### src/rtl/pipe_ctrl.sv
// pipe_ctrl -- central pipeline sequencer for the five-stage MIPS core.
//
// Merges ID/EX/MEM stall requests into a per-stage hold vector, tracks
// multi-cycle divide waits, and sequences exception / ERET redirection
// through a FLUSH cycle followed by a QUIET drain cycle. Also produces the
// one-cycle IF/ID squash pulse that follows a taken branch.
//
// Optional feature: define PIPE_CTRL_WATCHDOG_EN to build a stall
// watchdog that raises a sticky wdog_err and forces a redirect to
// EXC_VECTOR once the PC has been held for WDOG_LIMIT consecutive cycles.
//
// Ports:
//   clk, rst        clock; asynchronous active-high reset
//   stallreq_id/ex/mem  stage stall requests
//   excepttype_i    committed exception code (0 = none)
//   cp0_epc_i       EPC used as the ERET target
//   bflag_i         branch/jump taken in ID
//   div_start_i     divider accepted an operation
//   div_ready_i     divider result valid
//   stall[5:0]      hold vector {WB,MEM,EX,ID,IF,PC}
//   flush, new_pc   pipeline clear and redirect target (FLUSH state only)
//   div_cancel      abort the in-flight divide
//   squash_if       zero the IF/ID register
//   div_busy        divide wait in progress
//   wdog_err        sticky watchdog fault (0 without the watchdog)
module pipe_ctrl #(
    parameter logic [31:0] EXC_VECTOR = 32'h0000_0020,
    parameter logic [31:0] ERET_CODE  = 32'h0000_000e,
    parameter int          WDOG_LIMIT = 64
) (
    input  logic        clk,
    input  logic        rst,
    input  logic        stallreq_id,
    input  logic        stallreq_ex,
    input  logic        stallreq_mem,
    input  logic [31:0] excepttype_i,
    input  logic [31:0] cp0_epc_i,
    input  logic        bflag_i,
    input  logic        div_start_i,
    input  logic        div_ready_i,
    output logic [5:0]  stall,
    output logic        flush,
    output logic [31:0] new_pc,
    output logic        div_cancel,
    output logic        squash_if,
    output logic        div_busy,
    output logic        wdog_err
);

    typedef enum logic [1:0] {RUN, DIVWAIT, FLUSH, QUIET} state_t;

    state_t      state_q, state_d;
    logic        flush_q, flush_d;
    logic [31:0] new_pc_q, new_pc_d;
    logic        div_cancel_q, div_cancel_d;
    logic        squash_q, squash_d;
    logic        div_busy_q, div_busy_d;
    logic        exc_any;
    logic        wdog_trip;

    // Hold-vector selection, highest priority first.
    function automatic logic [5:0] stall_sel(input state_t s, input logic exc,
                                             input logic id, input logic ex,
                                             input logic mem, input logic dr);
        logic [5:0] v;
        if (s == FLUSH || s == QUIET || exc) v = 6'b000000;
        else if (s == DIVWAIT && !dr)        v = 6'b001111;
        else if (mem)                        v = 6'b011111;
        else if (ex)                         v = 6'b001111;
        else if (id)                         v = 6'b000111;
        else                                 v = 6'b000000;
        return v;
    endfunction

`ifdef PIPE_CTRL_WATCHDOG_EN
    localparam int CW = $clog2(WDOG_LIMIT + 1);
    logic [CW-1:0] wdog_cnt_q, wdog_cnt_d;
    logic          wdog_err_q, wdog_err_d;

    // A saturated counter acts as a synthetic exception for one cycle;
    // that cycle drops stall[0], which clears the counter again.
    assign wdog_trip = (wdog_cnt_q == CW'(WDOG_LIMIT));

    always_comb begin
        wdog_cnt_d = '0;
        if (stall[0])
            wdog_cnt_d = (wdog_cnt_q == CW'(WDOG_LIMIT)) ? wdog_cnt_q : wdog_cnt_q + 1'b1;
        wdog_err_d = wdog_err_q | (wdog_cnt_d == CW'(WDOG_LIMIT));
    end

    always_ff @(posedge clk or posedge rst) begin
        if (rst) begin
            wdog_cnt_q <= '0;
            wdog_err_q <= 1'b0;
        end else begin
            wdog_cnt_q <= wdog_cnt_d;
            wdog_err_q <= wdog_err_d;
        end
    end

    assign wdog_err = wdog_err_q;
`else
    logic wdog_unused;
    assign wdog_unused = (WDOG_LIMIT == 0);
    assign wdog_trip   = 1'b0;
    assign wdog_err    = 1'b0;
`endif

    assign exc_any = (excepttype_i != 32'h0) || wdog_trip;
    assign stall   = stall_sel(state_q, exc_any, stallreq_id, stallreq_ex,
                               stallreq_mem, div_ready_i);

    always_comb begin
        state_d = state_q;
        case (state_q)
            RUN: begin
                if (exc_any)          state_d = FLUSH;
                else if (div_start_i) state_d = DIVWAIT;
            end
            DIVWAIT: begin
                if (exc_any)          state_d = FLUSH;
                else if (div_ready_i) state_d = RUN;
            end
            FLUSH:   state_d = QUIET;
            default: state_d = RUN;
        endcase

        // Outputs are registered views of the next state, so they line up
        // exactly with the cycle spent in that state.
        flush_d      = (state_d == FLUSH);
        div_cancel_d = (state_d == FLUSH) && (state_q == DIVWAIT);
        div_busy_d   = (state_d == DIVWAIT);
        new_pc_d     = 32'h0;
        if (state_d == FLUSH)
            new_pc_d = (excepttype_i == ERET_CODE) ? cp0_epc_i : EXC_VECTOR;
        // A taken branch in the same cycle as an exception is discarded.
        squash_d     = bflag_i && (state_d == RUN || state_d == DIVWAIT);
    end

    always_ff @(posedge clk or posedge rst) begin
        if (rst) begin
            state_q      <= RUN;
            flush_q      <= 1'b0;
            new_pc_q     <= 32'h0;
            div_cancel_q <= 1'b0;
            squash_q     <= 1'b0;
            div_busy_q   <= 1'b0;
        end else begin
            state_q      <= state_d;
            flush_q      <= flush_d;
            new_pc_q     <= new_pc_d;
            div_cancel_q <= div_cancel_d;
            squash_q     <= squash_d;
            div_busy_q   <= div_busy_d;
        end
    end

    assign flush      = flush_q;
    assign new_pc     = new_pc_q;
    assign div_cancel = div_cancel_q;
    assign squash_if  = squash_q;
    assign div_busy   = div_busy_q;

endmodule
### config.mk
export PLATFORM = sky130hd
export DESIGN_NAME = pipe_ctrl
export DESIGN_NICKNAME = d
export VERILOG_FILES = /design/src/rtl/pipe_ctrl.sv
export SDC_FILE = /design/constraint.sdc
export NUM_CORES = 1
export LEC_CHECK = 0
export BUFFER_PORTS_ARGS = -buffer_cell sky130_fd_sc_hd__buf_4
export CORE_MARGIN = 2
export CORE_UTILIZATION = 41
export CTS_CLUSTER_DIAMETER = 60
export DETAILED_ROUTE_END_ITERATION = 7
export GPL_ROUTABILITY_DRIVEN = 0
export PLACE_DENSITY = 0.83
export SLEW_MARGIN = 10
export SYNTH_ARGS = -nofsm -noshare
export SYNTH_HDL_FRONTEND = slang
export SYNTH_SLANG_ARGS = --single-unit
### constraint.sdc
create_clock -name clk -period 5.1 [get_ports clk]
set_input_delay 1.02 -clock clk [delete_from_list [all_inputs] [get_ports clk]]
set_output_delay 1.02 -clock clk [all_outputs]
set_load 0.02 [all_outputs]
==> summary.txt <==
Hold path
  – Worst min path class: flip-flop to flip-flop

CTS
  – Post-CTS Repair Setup Buffers: 0
  – Depth of the CTS H-tree: 2
  – Number of resized instances in the post-cts repair step: 0
  – Root Driver: clkbuf_4
  – CTS Buf Count: 5
  – Number of buffers added to fix hold violations after cts: 0
  – Maximum root-to-sink buffer count: 2
  – Worst-skew pair later-pin latency: around 330 ps
  – Post-CTS clock slew at the launch and capture registers of the worst setup and hold paths: 100 ps
  – Clock tree from TritonCTS: built
  – Clock tree sinks: 38

Die
  – Width of the die: ~63 um
  – Die H: approximately 63 um
  – I/O pins: ~120
  – Number of rows created at floorplan: 21
  – Core Region: between 0.003 and 0.004 mm^2
  – Effective utilization at floorplan: between 40% and 50%
  – DIE AREA: roughly 0.0040 mm^2

Worst setup path
  – Critical Path Sink Type: primary output
  – Number of buffers and inverters on the critical path: 2
  – Data required time of the worst path: approximately 4100 ps
  – CP Launch Type: primary input
  – Peak fanout along the critical path: 8
  – Critical path's top delay family: simple AND/OR/NAND/NOR gates
  – Cell at the slowest stage of the critical path: nor3_2
  – Most repeated library cell on the critical path: buf_4
  – Critical-path cell list: buf_4 -> nor4_1 -> nand4_1 -> nor3_2 -> nor3b_1 -> buf_4
  – Max stage delay on crit path: around 440 ps
  – Path type of the worst setup path: primary input to primary output
  – Data arrival time at the worst-slack endpoint: about 2700 ps

Timing
  – Minimum clock period: 3724 ps
  – Clock Skew: 8.772 ps
  – Fin. max-slew vios: 0
  – Number of endpoints failing setup at the final stage: 0
  – Number of failing hold endpoints at the final stage: 0
  – Final worst path period share: approximately three quarters
  – Worst-Margin Slew: about 1100 ps
  – Worst hold-check slack: 537.8 ps
  – Setup total negative slack: 0 ps
  – Highest clock frequency the design can meet: roughly 270 MHz
  – RSZ-0062 raised after global routing: no
  – Worst-case headroom to the max-slew limit: 26.43%

Synthesis
  – Synth Area in Compound Gates: under 10%
  – Fraction of synthesized area in multiplexers: less than 1%
  – Largest family of logic cells by synthesized area: simple AND/OR/NAND/NOR gates
  – Yosys warning total: 0
  – Sequential area share after synthesis: between 60% and 70%
  – Post-synthesis cell count: between 100 and 150
  – Mean post-synth cell area: between 10 and 15 um^2
  – Post-Synth XOR/XNOR Area: 0%
  – Cell area after synthesis: approximately 0.0014 mm^2
  – Post-synthesis sequential element count: 38
  – Basic-gate share of the synthesized area counting and, or, nand and nor cells: about a quarter
  – Unique masters post-synth: 24
  – Adder and majority cell fraction of the synthesized area: 0%

Drt
  – Antenna violation net count after detailed routing: 0
  – Count of routing violations after the opening detailed-route iteration: 80
  – Final routed DRC violation total: 0
  – Average wire length per cell after detail routing: ~12 um
  – DR pass1 iterations: 3
  – Number of vias per cell after detailed routing: 4.561
  – Via count: 1236
  – Final wirelength: roughly 3300 um

Global route
  – Met3 usage in global routing: 6.071%
  – Total global-route track usage: ~18%
  – Vias in the first global route: between 1000 and 1500
  – Antenna violations before repair: 0
  – Peak-usage layer in the global routing report: met2
  – Final global-route overflow total: 0
  – M2 GR Usage: a little under a third
  – Pin count of the biggest net entering global routing: 39
  – Met1 routing resource usage after global routing: between 20% and 30%
  – Wire length of the first global-routing pass: 5430 um

Placed design
  – Dpl cells: ~270
  – PortBufs: between 100 and 150
  – Sum of net half-perimeters after detailed placement: between 2000 and 3000 um

Power and ir drop
  – IR Drop Worst-Case VDD: roughly 0.076 mV
  – Total power density per cell area: roughly 210 mW/mm^2
  – Leakage Power: 1.306 nW

Cells and area
  – Number of nets at the end of the flow: 298
  – Top library cells by usage in the layout, fill and taps aside: 113 x buf_4, 38 x dfrtp_1, 31 x and2_1
  – Post-synthesis to final-layout area growth: 61.66%
  – Final core area utilization: between 60% and 70%
  – Most common cell after layout, fill and taps aside: buf_4
  – Count of non-filler cells in the finished layout: between 200 and 300
  – N_diodes: 0
  – Ratio of cells with drive above 1 in the final layout: 53.78%

Run status
  – Status: completed

Run
  – Maximum Capacitance Violations: 0
## per-stage QoR
step / area, um^2 / power (W) / setup slack (ps)
2_1_floorplan: 1453 / 0.0003180 / 1277
3_3_place_gp: 2291 / 0.0003597 / 1404
3_5_place_dp: 2291 / 0.0003602 / 1364
4_1_cts: 2342 / 0.0005051 / 1359
5_1_grt: 2342 / 0.0005288 / 1023
6_report: 2342 / 0.0004995 / 1376
## power breakdown
part	internal, W	switching (W)	leakage, nW
combinational	0.0000366	0.0000159	0.754
sequential	0.000301	0.00000000295	0.522
clock	0.0000621	0.0000837	0.0302
total	0.000400	0.0000996	1.31
## kinds of logic after synthesis
family                 count (synthesis)
buffers and inverters                 10
other                                  1
DFF                                   38
muxes                                  1
AOI/OAI and AO/OA                      5
and+or+nand+nor                       58
## final timing paths
check                           slack (ps)  cells after the start          to              from
worst max-delay path                  1380                      6    stall[2]  excepttype_i[21]
worst min-delay path                   540                      1  state_q[1]        state_q[0]
worst max register to register        3220                      2   new_pc[2]        state_q[1]
worst min register to register         540                      1  state_q[1]        state_q[0]
max in group asynchronous             3990                      3    div_busy               rst
min in group asynchronous              790                      3  new_pc[25]               rst
## layer usage
metal	wire length, um	share of wire [%]
met5	0	0
met4	57	1.7
met3	349	11
met2	1605	49
met1	1285	39
## synthesized netlist by cell type (all sizes together)
| cell type | n | area share, % |
|---|---|---|
| nand4 | 2 | 0.86 |
| or3 | 1 | 0.43 |
| a22o | 1 | 0.60 |
| conb | 1 | 0.26 |
| buf | 7 | 4.4 |
| nor4 | 8 | 4.5 |
| nand2b | 1 | 0.43 |
| clkbuf | 1 | 0.26 |
| a32o | 1 | 0.69 |
| nor3b | 4 | 2.1 |
| nor3 | 4 | 1.7 |
| o21ai | 1 | 0.35 |
| and4b | 1 | 0.69 |
| mux2i | 1 | 0.69 |
| dfrtp | 38 | 66 |
| nor2 | 5 | 1.3 |
| and2 | 31 | 13 |
| inv | 2 | 0.52 |
| nand3 | 1 | 0.35 |
| a21boi | 1 | 0.52 |
| a21oi | 1 | 0.35 |
## registers in the layout, summed over array words and instances, names as in the netlist
name	count
state_q	2
div_busy	1
div_cancel	1
new_pc	32
squash_if	1
flush	1
## area by class of cell
class / count / area (um^2)
clock buffer: 6 / 51.30
timing repair buffer: 113 / 848.3
inverter: 2 / 7.507
fill: 266 / 1021
multi-input combinational: 66 / 426.7
sequential: 38 / 950.9
tap: 46 / 57.56
Power figures use the tool's default switching activity.
